==> config.mk <==
export PLATFORM = sky130hd
export DESIGN_NAME = load_store_unit
export DESIGN_NICKNAME = d
export VERILOG_FILES = /design/src/rtl/load_store_unit.sv
export SDC_FILE = /design/constraint.sdc
export NUM_CORES = 1
export LEC_CHECK = 0
export ABC_CLOCK_PERIOD_IN_PS = 5600
export BUFFER_PORTS_ARGS = -buffer_cell sky130_fd_sc_hd__buf_4
export CORE_AREA = 2 2 179 181
export CTS_CLUSTER_DIAMETER = 200
export DETAILED_ROUTE_END_ITERATION = 8
export DIE_AREA = 0 0 181 183
export GPL_TIMING_DRIVEN = 0
export PLACE_DENSITY_LB_ADDON = 0.08
export SKIP_CTS_REPAIR_TIMING = 1
export SYNTH_ARGS = -nofsm -noshare
export SYNTH_HDL_FRONTEND = slang
export SYNTH_SLANG_ARGS = --single-unit
==> constraint.sdc <==
create_clock -name clk -period 5.6 [get_ports clk]
set_input_delay 1.12 -clock clk [delete_from_list [all_inputs] [get_ports clk]]
set_output_delay 1.12 -clock clk [all_outputs]
set_load 0.01 [all_outputs]
==> src/rtl/load_store_unit.sv <==
// MEM-stage load/store unit: turns byte-addressed RISC-V loads/stores into word accesses,
// splitting word-crossing accesses over two cycles.
module load_store_unit #(
    parameter int unsigned MEM_WORDS = 256
) (
    input  logic        clk,
    input  logic        rst,
    input  logic        req_valid,
    output logic        req_ready,
    input  logic        req_we,
    input  logic [2:0]  req_funct3,
    input  logic [31:0] req_addr,
    input  logic [31:0] req_wdata,
    output logic        resp_valid,
    output logic        resp_err,
    output logic [31:0] resp_rdata,
    output logic        dmem_we,
    output logic [31:0] dmem_a,
    output logic [31:0] dmem_wd,
    input  logic [31:0] dmem_rd
);

    localparam int unsigned WIDX_W = 30;

    typedef enum logic {IDLE, SECOND} state_t;

    state_t              state;
    logic [31:0]         lat_addr;
    logic [31:0]         lat_wdata;
    logic [2:0]          lat_funct3;
    logic                lat_we;
    logic [31:0]         hold;

    logic [31:0]         cur_addr;
    logic [31:0]         cur_wdata;
    logic [2:0]          cur_funct3;
    logic [1:0]          off;
    logic [WIDX_W-1:0]   w;
    logic [WIDX_W-1:0]   w_next;
    logic [3:0]          lanes;
    logic [7:0]          bmask;
    logic                crossing;
    logic                illegal;
    logic                out_of_range;
    logic                req_err;
    logic [63:0]         wdata_sh;
    logic [63:0]         load64;
    logic [31:0]         load_raw;
    logic [31:0]         load_ext;
    logic [31:0]         store_word;

    // Replace the byte lanes selected by m with the new data.
    function automatic logic [31:0] merge(input logic [31:0] old_w, input logic [31:0] new_w,
                                          input logic [3:0] m);
        logic [31:0] r;
        r = old_w;
        for (int k = 0; k < 4; k++) begin
            if (m[k]) r[8*k +: 8] = new_w[8*k +: 8];
        end
        return r;
    endfunction

    function automatic logic [31:0] extend(input logic [2:0] f3, input logic [31:0] raw);
        logic [31:0] r;
        case (f3)
            3'b000:  r = {{24{raw[7]}}, raw[7:0]};
            3'b001:  r = {{16{raw[15]}}, raw[15:0]};
            3'b100:  r = {24'h0, raw[7:0]};
            3'b101:  r = {16'h0, raw[15:0]};
            default: r = raw;
        endcase
        return r;
    endfunction

    // In SECOND the request fields come from the latched copy, not the (ignored) inputs.
    assign cur_addr   = (state == SECOND) ? lat_addr   : req_addr;
    assign cur_wdata  = (state == SECOND) ? lat_wdata  : req_wdata;
    assign cur_funct3 = (state == SECOND) ? lat_funct3 : req_funct3;

    assign off    = cur_addr[1:0];
    assign w      = cur_addr[31:2];
    assign w_next = w + WIDX_W'(1);

    always_comb begin
        lanes = 4'b1111;
        case (cur_funct3[1:0])
            2'b00:   lanes = 4'b0001;
            2'b01:   lanes = 4'b0011;
            default: lanes = 4'b1111;
        endcase
    end

    // Byte-lane mask over the two-word window {word w+1, word w}.
    assign bmask        = 8'({4'b0000, lanes} << off);
    assign crossing     = |bmask[7:4];
    assign illegal      = (cur_funct3 == 3'b011) || (cur_funct3[2:1] == 2'b11);
    assign out_of_range = (w >= WIDX_W'(MEM_WORDS)) ||
                          (crossing && (w_next >= WIDX_W'(MEM_WORDS)));
    assign req_err      = illegal || out_of_range;

    assign wdata_sh   = 64'(cur_wdata) << {off, 3'b000};
    assign load64     = (state == SECOND) ? {dmem_rd, hold} : {32'h0, dmem_rd};
    assign load_raw   = 32'(load64 >> {off, 3'b000});
    assign load_ext   = extend(cur_funct3, load_raw);
    assign store_word = (state == SECOND) ? merge(dmem_rd, wdata_sh[63:32], bmask[7:4])
                                          : merge(dmem_rd, wdata_sh[31:0], bmask[3:0]);

    assign req_ready = (state == IDLE);
    assign dmem_a    = {2'b00, (state == SECOND) ? w_next : w};
    assign dmem_wd   = store_word;
    // Reset in SECOND suppresses the second-word write.
    assign dmem_we   = !rst && ((state == SECOND) ? lat_we
                                                  : (req_valid && req_we && !req_err));

    always_ff @(posedge clk) begin
        if (rst) begin
            state      <= IDLE;
            resp_valid <= 1'b0;
            resp_err   <= 1'b0;
            resp_rdata <= 32'h0;
            lat_addr   <= 32'h0;
            lat_wdata  <= 32'h0;
            lat_funct3 <= 3'b000;
            lat_we     <= 1'b0;
            hold       <= 32'h0;
        end else begin
            resp_valid <= 1'b0;
            resp_err   <= 1'b0;
            case (state)
                IDLE: begin
                    if (req_valid) begin
                        if (req_err) begin
                            resp_valid <= 1'b1;
                            resp_err   <= 1'b1;
                            resp_rdata <= 32'h0;
                        end else if (crossing) begin
                            lat_addr   <= req_addr;
                            lat_wdata  <= req_wdata;
                            lat_funct3 <= req_funct3;
                            lat_we     <= req_we;
                            hold       <= dmem_rd;
                            state      <= SECOND;
                        end else begin
                            resp_valid <= 1'b1;
                            if (!req_we) resp_rdata <= load_ext;
                        end
                    end
                end
                SECOND: begin
                    resp_valid <= 1'b1;
                    if (!lat_we) resp_rdata <= load_ext;
                    state <= IDLE;
                end
                default: state <= IDLE;
            endcase
        end
    end

endmodule

==> results.yml, run 1 <==
synth:
  ys_types: 72
  yosysSeqAreaShare_pct: 25.1
  synth_seq_cells: 135
  yosysWarnings: 0
  number_of_synthesized_flops_with_an_enable_pin: 0
  yosys_most_used_dff: "sky130_fd_sc_hd__dfxtp_1"
  synth_area_um2: 10800
  synth-async-reset-ratio_pct: 0
  avgSynthCellArea_um2: 8.10
  postSynthCellCount: 1332
power:
  seqPwrFrac_pct: 36.6
  power.share.clock_pct: 44.0
  power.switching_uw: 795
  power_report.internal_total_uw: 1830
  share_comb_of_total_power_pct: 19.5
  peakVddDrop_mv: 0.148
  power_leakage_uw: 0.00482
  pwr_density_cell_nw_per_um2: 193
  netSwitchingFraction_pct: 30.3
route:
  routed_wl_um: 46000
  drt-wirelength-per-cell_um: 23.3
  vias: 11400
  drt_pass1_iterations: 5
  detail-route-antenna-nets: 0
  routed_via_density: 5.75
  drc: 0
  first_iter_violations: 919
critical_path:
  critical_path.cell_chain: "clkbuf_1 -> clkbuf_1 -> clkbuf_1 -> clkbuf_1 -> a211oi_1 -> a21oi_1 -> a22oi_1 -> o21ai_0 -> buf_4"
  reg2reg_depth: 19
  timing.setup.critical_path_class: "input pin to output port"
  rr_startpoint: "state$_SDFF_PP0_"
  setup.worst_path.start: "req_addr[0]"
  cp_data_arrival_time_ns: 4.48
  worst_ep_required_ns: 4.48
  timing.critical_path.from_type: "input pin"
  critical_path.reg2reg.endpoint: "resp_rdata[0]$_SDFFE_PP0P_"
  worst_setup_path_end_kind: "output port"
  cp_common_cell: "sky130_fd_sc_hd__clkbuf_1"
  worst-r2r-setup-slack_ns: 1.32
  critical_path.slowest_cell: "sky130_fd_sc_hd__clkbuf_1"
  worstPathMaxFanout: 10
  crit_path_max_incr_delay_ns: 0.67
sta:
  maxSlewViolCount: 0
  max_freq_mhz: 178
  tightest_slew_ns: 1.13
  finalCritPeriodShare_pct: 100
  final.min_clock_period_ns: 5.60
  worst_setup_skew_after_layout_ns: 0.0155
  timing.max_slew.rel_slack_pct: 22.6
  setup_violations: 1
  setup_slack_ns: -0.00466
  report.final.hold_viol_count: 0
  setup_repair_after_global_routing_missed_its_margin: "yes"
outcome:
  run_status: "finished with violations"
  violations_in_the_final_reports: "setup timing"
min_path:
  min_from: "hold[3]$_SDFFE_PP0P_"
  timing.hold.worst_path_depth: 2
  min_path_type: "flip-flop to flip-flop"
  min_to: "hold[3]$_SDFFE_PP0P_"
final_layout:
  insertedDiodeCount: 0
  drive_above_1_share_pct: 22.3
  post-route-cell-area_um2: 13600
  layout.cells.most_common: "sky130_fd_sc_hd__buf_4"
  num-nets-final: 1665
  most_frequent_cells_in_the_layout: "218 x sky130_fd_sc_hd__buf_4, 163 x sky130_fd_sc_hd__mux2i_1, 158 x sky130_fd_sc_hd__nand2b_1"
  n_fill_cell: 3246
  layout-area-overhead-vs-synth_pct: 26.0
placed_design:
  dpl-instance-area_um2: 12800
  place_worst_setup_slack_ns: -1.83
  buffers_added_on_ports: 198
  hpwl_um: 35200
  place.gp.congestion: 0.981
clock_network:
  cts_made_buffers: 17
  clkTransAtPathRegs_ns: 0.06
  cts_tree: "built"
  numClockSinks: 135
  cts_max_level: 4
  clock_latency_ns: 0.43
  clockRootBuffer: "sky130_fd_sc_hd__clkbuf_16"
  cts-root-to-sink-buffers: 2
die:
  core-area_um2: 31200
  ios: 203
  die_h_um: 183
  die_width_um: 181
  design.die.area_um2: 33100
  start_util_pct: 34.5
  num_rows: 65
grt:
  leftover_overflow_at_the_end_of_global_routing: 0
  number_of_global_route_vias_before_repair: 10900
  antenna_found_initial: 0
  wire_length_of_the_first_global_routing_pass_um: 68000
  grt_use_total_pct: 27.0
  pin_count_of_the_biggest_net_entering_global_routing: 17
job:
  maxCapViolCount: 0
[layer usage]
metal  part of all wire (%)  global-route usage [%]  wire length, um
met2                     46                    43.8            20900
met3                    5.8                    2.82             2690
met4                    3.2                    9.85             1460
met5                      0                       0                0
met1                     45                    37.3            20900
[through the flow]
step                      util, %  total power [uW]  hold WS, ns   TNS, ns  std cells
after floorplan                 -              1230        0.445         0       1333
after global placement       40.9              1480        0.456   -110.24       1933
after detailed placement     40.9              1480        0.462   -105.25       1933
after CTS                    42.8              2630        0.476   -117.10       1965
after global routing         43.5              2710        0.496   -0.0605       1975
final                        43.5              2630        0.473  -0.00466       1975
[power groups by stage]
stage               registers [uW]  logic (uW)  clock network [uW]
finish                         960         512                1150
global route                   960         540                1210
CTS                            961         501                1170
detailed placement             983         499                   0
global placement               983         498                   0
floorplan                      983         248                   0
[cells in the mapped netlist (3+ instances only)]
library cell	number	area, um2
sky130_fd_sc_hd__a2111oi_0	3	26.3
sky130_fd_sc_hd__a211oi_1	26	195
sky130_fd_sc_hd__a21o_1	3	22.5
sky130_fd_sc_hd__a21oi_1	100	500
sky130_fd_sc_hd__a221o_1	7	70.1
sky130_fd_sc_hd__a221oi_1	7	61.3
sky130_fd_sc_hd__a22o_1	10	87.6
sky130_fd_sc_hd__a22oi_1	17	128
sky130_fd_sc_hd__a31oi_1	35	219
sky130_fd_sc_hd__and2_1	7	43.8
sky130_fd_sc_hd__and3_1	4	25.0
sky130_fd_sc_hd__buf_1	15	56.3
sky130_fd_sc_hd__buf_12	9	180
sky130_fd_sc_hd__buf_2	4	20.0
sky130_fd_sc_hd__buf_4	10	75.1
sky130_fd_sc_hd__clkbuf_1	76	285
sky130_fd_sc_hd__dfxtp_1	135	2700
sky130_fd_sc_hd__inv_1	9	33.8
sky130_fd_sc_hd__mux2_2	47	529
sky130_fd_sc_hd__mux2i_1	163	1630
sky130_fd_sc_hd__mux4_2	6	135
sky130_fd_sc_hd__nand2_1	89	334
sky130_fd_sc_hd__nand2b_1	158	988
sky130_fd_sc_hd__nand3_1	60	300
sky130_fd_sc_hd__nand3b_1	3	22.5
sky130_fd_sc_hd__nand4_1	7	43.8
sky130_fd_sc_hd__nand4_2	3	37.5
sky130_fd_sc_hd__nand4b_1	5	43.8
sky130_fd_sc_hd__nor2_1	79	297
sky130_fd_sc_hd__nor2b_1	16	100
sky130_fd_sc_hd__nor3_1	10	50.1
sky130_fd_sc_hd__nor3b_1	32	240
sky130_fd_sc_hd__nor4_1	4	25.0
sky130_fd_sc_hd__o211ai_1	4	30.0
sky130_fd_sc_hd__o21a_1	4	30.0
sky130_fd_sc_hd__o21ai_0	63	315
sky130_fd_sc_hd__o21ai_1	14	70.1
sky130_fd_sc_hd__o22ai_1	3	18.8
sky130_fd_sc_hd__o311ai_0	7	61.3
sky130_fd_sc_hd__or3_1	4	25.0
sky130_fd_sc_hd__xnor2_1	17	149
sky130_fd_sc_hd__xor2_1	20	175
[cells by family (layout without fill, tap and decap cells)]
kind of cell	Yosys count	after routing	synth area share [%]
and+or+nand+nor	493	493	25.2
AOI/OAI and AO/OA	322	322	18.8
muxes	217	217	21.4
DFF	135	135	25.1
buffers and inverters	125	365	6.24
xor gates and xnor gates	37	37	3.00
adders and majority gates	2	2	0.232
other	1	2	0.0348
[registers in the layout (all words and copies together) (netlist names)]
name / flops
lat_addr: 32
lat_funct3: 3
lat_wdata: 32
lat_we: 1
resp_valid: 1
resp_err: 1
state: 1
resp_rdata: 32
hold: 32
[critical path: cells and delay by family]
kind / cells / cell delay [ns]
buf+inv: 5 / 2.35
compound gates: 4 / 1.01
[worst max path at each step]
stage	endpoint	slack [ns]	depth (start not counted)
global route	dmem_we	-0.06	18
CTS	dmem_we	-2.30	21
floorplan	dmem_we	0.09	20
finish	dmem_wd[22]	-0.005	9
global placement	dmem_we	-1.90	21
detailed placement	dmem_we	-1.83	21
[layout make-up]
class / count / area, um2 / share of cell area [%]
Sequential cell: 135 / 2710 / 19.9
Buffer: 112 / 692 / 5.09
Tap cell: 402 / 503 / 3.70
Timing Repair Buffer: 212 / 1610 / 11.8
Clock inverter: 14 / 148 / 1.09
Inverter: 9 / 37.5 / 0.276
Multi-Input combinational cell: 1073 / 7470 / 54.9
Clock buffer: 18 / 429 / 3.16
Note: power is estimated with default switching activity, not from simulation.
==> run 2: changes to the inputs <==
--- a/config.mk
+++ b/config.mk
@@ -6,7 +6,7 @@
 export NUM_CORES = 1
 export LEC_CHECK = 0
 export ABC_CLOCK_PERIOD_IN_PS = 5600
-export BUFFER_PORTS_ARGS = -buffer_cell sky130_fd_sc_hd__buf_4
+export BUFFER_PORTS_ARGS = -buffer_cell sky130_fd_sc_hd__buf_2
 export CORE_AREA = 2 2 179 181
 export CTS_CLUSTER_DIAMETER = 200
 export DETAILED_ROUTE_END_ITERATION = 8
==> results.yml, run 2 (synthesis results as in run 1) <==
outcome:
  run_status: "complete, no violations"
min_path:
  min_path_type: "flip-flop to flip-flop"
  timing.hold.worst_path_depth: 2
die:
  ios: 203
  design.die.area_um2: 33100
  die_h_um: 183
  die_width_um: 181
  core-area_um2: 31200
  num_rows: 65
  start_util_pct: 34.5
critical_path:
  reg2reg_depth: 19
  worstPathMaxFanout: 19
  timing.setup.critical_path_class: "flip-flop to output port"
  critical_path.n_buffers_inverters: 7
  worst_ep_required_ns: 4.48
  worst_setup_path_end_kind: "output port"
  crit_path_max_incr_delay_ns: 0.40
  critical_path.slowest_cell: "sky130_fd_sc_hd__dfxtp_4"
  path_delay_family: "simple AND/OR/NAND/NOR gates"
  timing.critical_path.depth: 18
  cp_data_arrival_time_ns: 4.32
  cp_common_cell: "sky130_fd_sc_hd__buf_12"
  timing.critical_path.from_type: "flip-flop"
  critical_path.cell_chain: "buf_12 -> buf_16 -> buf_16 -> buf_12 -> buf_12 -> nand2_1 -> and2_1 -> inv_1 -> ha_2 -> nand4b_1 -> nor2_4 -> o2111a_2 -> a31oi_1 -> a311o_1 -> nor4b_4 -> nand3_2 -> a221oi_2 -> buf_2"
sta:
  tightest_slew_ns: 1.16
  maxSlewViolCount: 0
  final.min_clock_period_ns: 5.44
  finalCritPeriodShare_pct: 97.2
  worst_setup_skew_after_layout_ns: 0.0155
  report.final.hold_viol_count: 0
  max_freq_mhz: 184
  setup_violations: 0
  timing.max_slew.rel_slack_pct: 20.4
  finalSetupTns_ns: 0
  setup_repair_after_global_routing_missed_its_margin: "yes"
grt:
  antenna_found_initial: 0
  pin_count_of_the_biggest_net_entering_global_routing: 17
  leftover_overflow_at_the_end_of_global_routing: 0
  wire_length_of_the_first_global_routing_pass_um: 67400
  grt_use_total_pct: 26.8
  number_of_global_route_vias_before_repair: 10700
clock_network:
  clkTransAtPathRegs_ns: 0.06
  cts-root-to-sink-buffers: 2
  cts_made_buffers: 17
  numClockSinks: 135
  cts_max_level: 4
  clock_latency_ns: 0.44
  cts_tree: "built"
  clockRootBuffer: "sky130_fd_sc_hd__clkbuf_16"
route:
  drt-wirelength-per-cell_um: 23.1
  drc: 0
  routed_via_density: 5.67
  detail-route-antenna-nets: 0
  drt_pass1_iterations: 5
  first_iter_violations: 893
  vias: 11200
  routed_wl_um: 45400
final_layout:
  n_fill_cell: 3310
  finalCoreUtilization_pct: 41.8
  drive_above_1_share_pct: 22.0
  layout-area-overhead-vs-synth_pct: 21.1
  insertedDiodeCount: 0
  layout.cells.most_common: "sky130_fd_sc_hd__buf_2"
  regArea_um2: 2710
  multiInputGateArea_um2: 7460
  num-nets-final: 1659
  most_frequent_cells_in_the_layout: "200 x sky130_fd_sc_hd__buf_2, 163 x sky130_fd_sc_hd__mux2i_1, 158 x sky130_fd_sc_hd__nand2b_1"
power:
  power_leakage_uw: 0.00463
  seqPwrFrac_pct: 36.8
  power_report.internal_total_uw: 1800
  pwr_density_cell_nw_per_um2: 200
  peakVddDrop_mv: 0.160
  share_comb_of_total_power_pct: 17.8
  power.share.clock_pct: 45.3
  power.switching_uw: 804
  netSwitchingFraction_pct: 30.8
job:
  maxCapViolCount: 0
placed_design:
  place.gp.congestion: 0.976
  buffers_added_on_ports: 198
  hpwl_um: 34900
run 2: cell types whose count changed in the layout (fill, tap and decap cells not counted), sizes merged:
cell and delta:
clkbuf -2, inv -2, clkinvlp +1, clkinv +1, buf -4
run 2: power groups by stage:
stage                     Clock (uW)  Sequential [uW]  Combinational, uW
final                           1180              960                465
after CTS                       1190              961                457
after floorplan                    0              983                248
after global placement             0              983                455
after detailed placement           0              983                455
after global routing            1230              960                495
run 2: metrics by stage:
step	cells	hold WS, ns	setup slack (ns)	power [uW]	area (um2)
after CTS	1965	0.470	-2.34	2610	12900
after floorplan	1333	0.445	0.0906	1230	10800
after global placement	1933	0.456	-1.94	1440	12300
after global routing	1969	0.479	-0.0216	2690	13100
final	1969	0.471	0.157	2610	13100
after detailed placement	1933	0.461	-1.87	1440	12300
run 2: worst register-to-register path: stages (launching register included):
cell	delay, ns
sky130_fd_sc_hd__dfxtp_4	0.40
sky130_fd_sc_hd__buf_12	0.13
sky130_fd_sc_hd__buf_16	0.16
sky130_fd_sc_hd__buf_16	0.18
sky130_fd_sc_hd__buf_12	0.18
sky130_fd_sc_hd__buf_12	0.16
sky130_fd_sc_hd__nand2_1	0.06
sky130_fd_sc_hd__and2_1	0.17
sky130_fd_sc_hd__inv_1	0.06
sky130_fd_sc_hd__ha_2	0.20
sky130_fd_sc_hd__nand4b_1	0.15
sky130_fd_sc_hd__nor2_4	0.21
sky130_fd_sc_hd__o2111a_2	0.29
sky130_fd_sc_hd__a31oi_1	0.09
sky130_fd_sc_hd__a311o_1	0.37
sky130_fd_sc_hd__nor4b_4	0.39
sky130_fd_sc_hd__buf_4	0.18
sky130_fd_sc_hd__nand4_2	0.18
sky130_fd_sc_hd__clkbuf_1	0.29
sky130_fd_sc_hd__o21ai_0	0.21
run 2: final cells by class:
class                      count  area share (%)
clock buffer                  18            3.36
inverter                       9           0.287
clock inverter                14            1.15
timing repair buffer         206            8.14
buffer                       112            5.40
multi-input combinational   1073            57.1
sequential                   135            20.7
tap                          402            3.85
run 2: final timing paths:
path	start	slack (ns)	end
setup / recovery	state$_SDFF_PP0_	0.16	dmem_we
hold / removal	lat_wdata[6]$_SDFFE_PP0P_	0.47	lat_wdata[6]$_SDFFE_PP0P_
setup reg to reg	state$_SDFF_PP0_	1.48	resp_rdata[29]$_SDFFE_PP0P_
hold reg to reg	lat_wdata[6]$_SDFFE_PP0P_	0.47	lat_wdata[6]$_SDFFE_PP0P_
run 2: layer usage:
metal / track usage [%] / vias to the layer above / share of wire [%]
li1: - / 5254 / -
met1: 36.8 / 5427 / 46
met2: 43.7 / 408 / 45
met3: 2.94 / 68 / 5.5
met4: 9.40 / 0 / 3.0
met5: 0 / - / 0
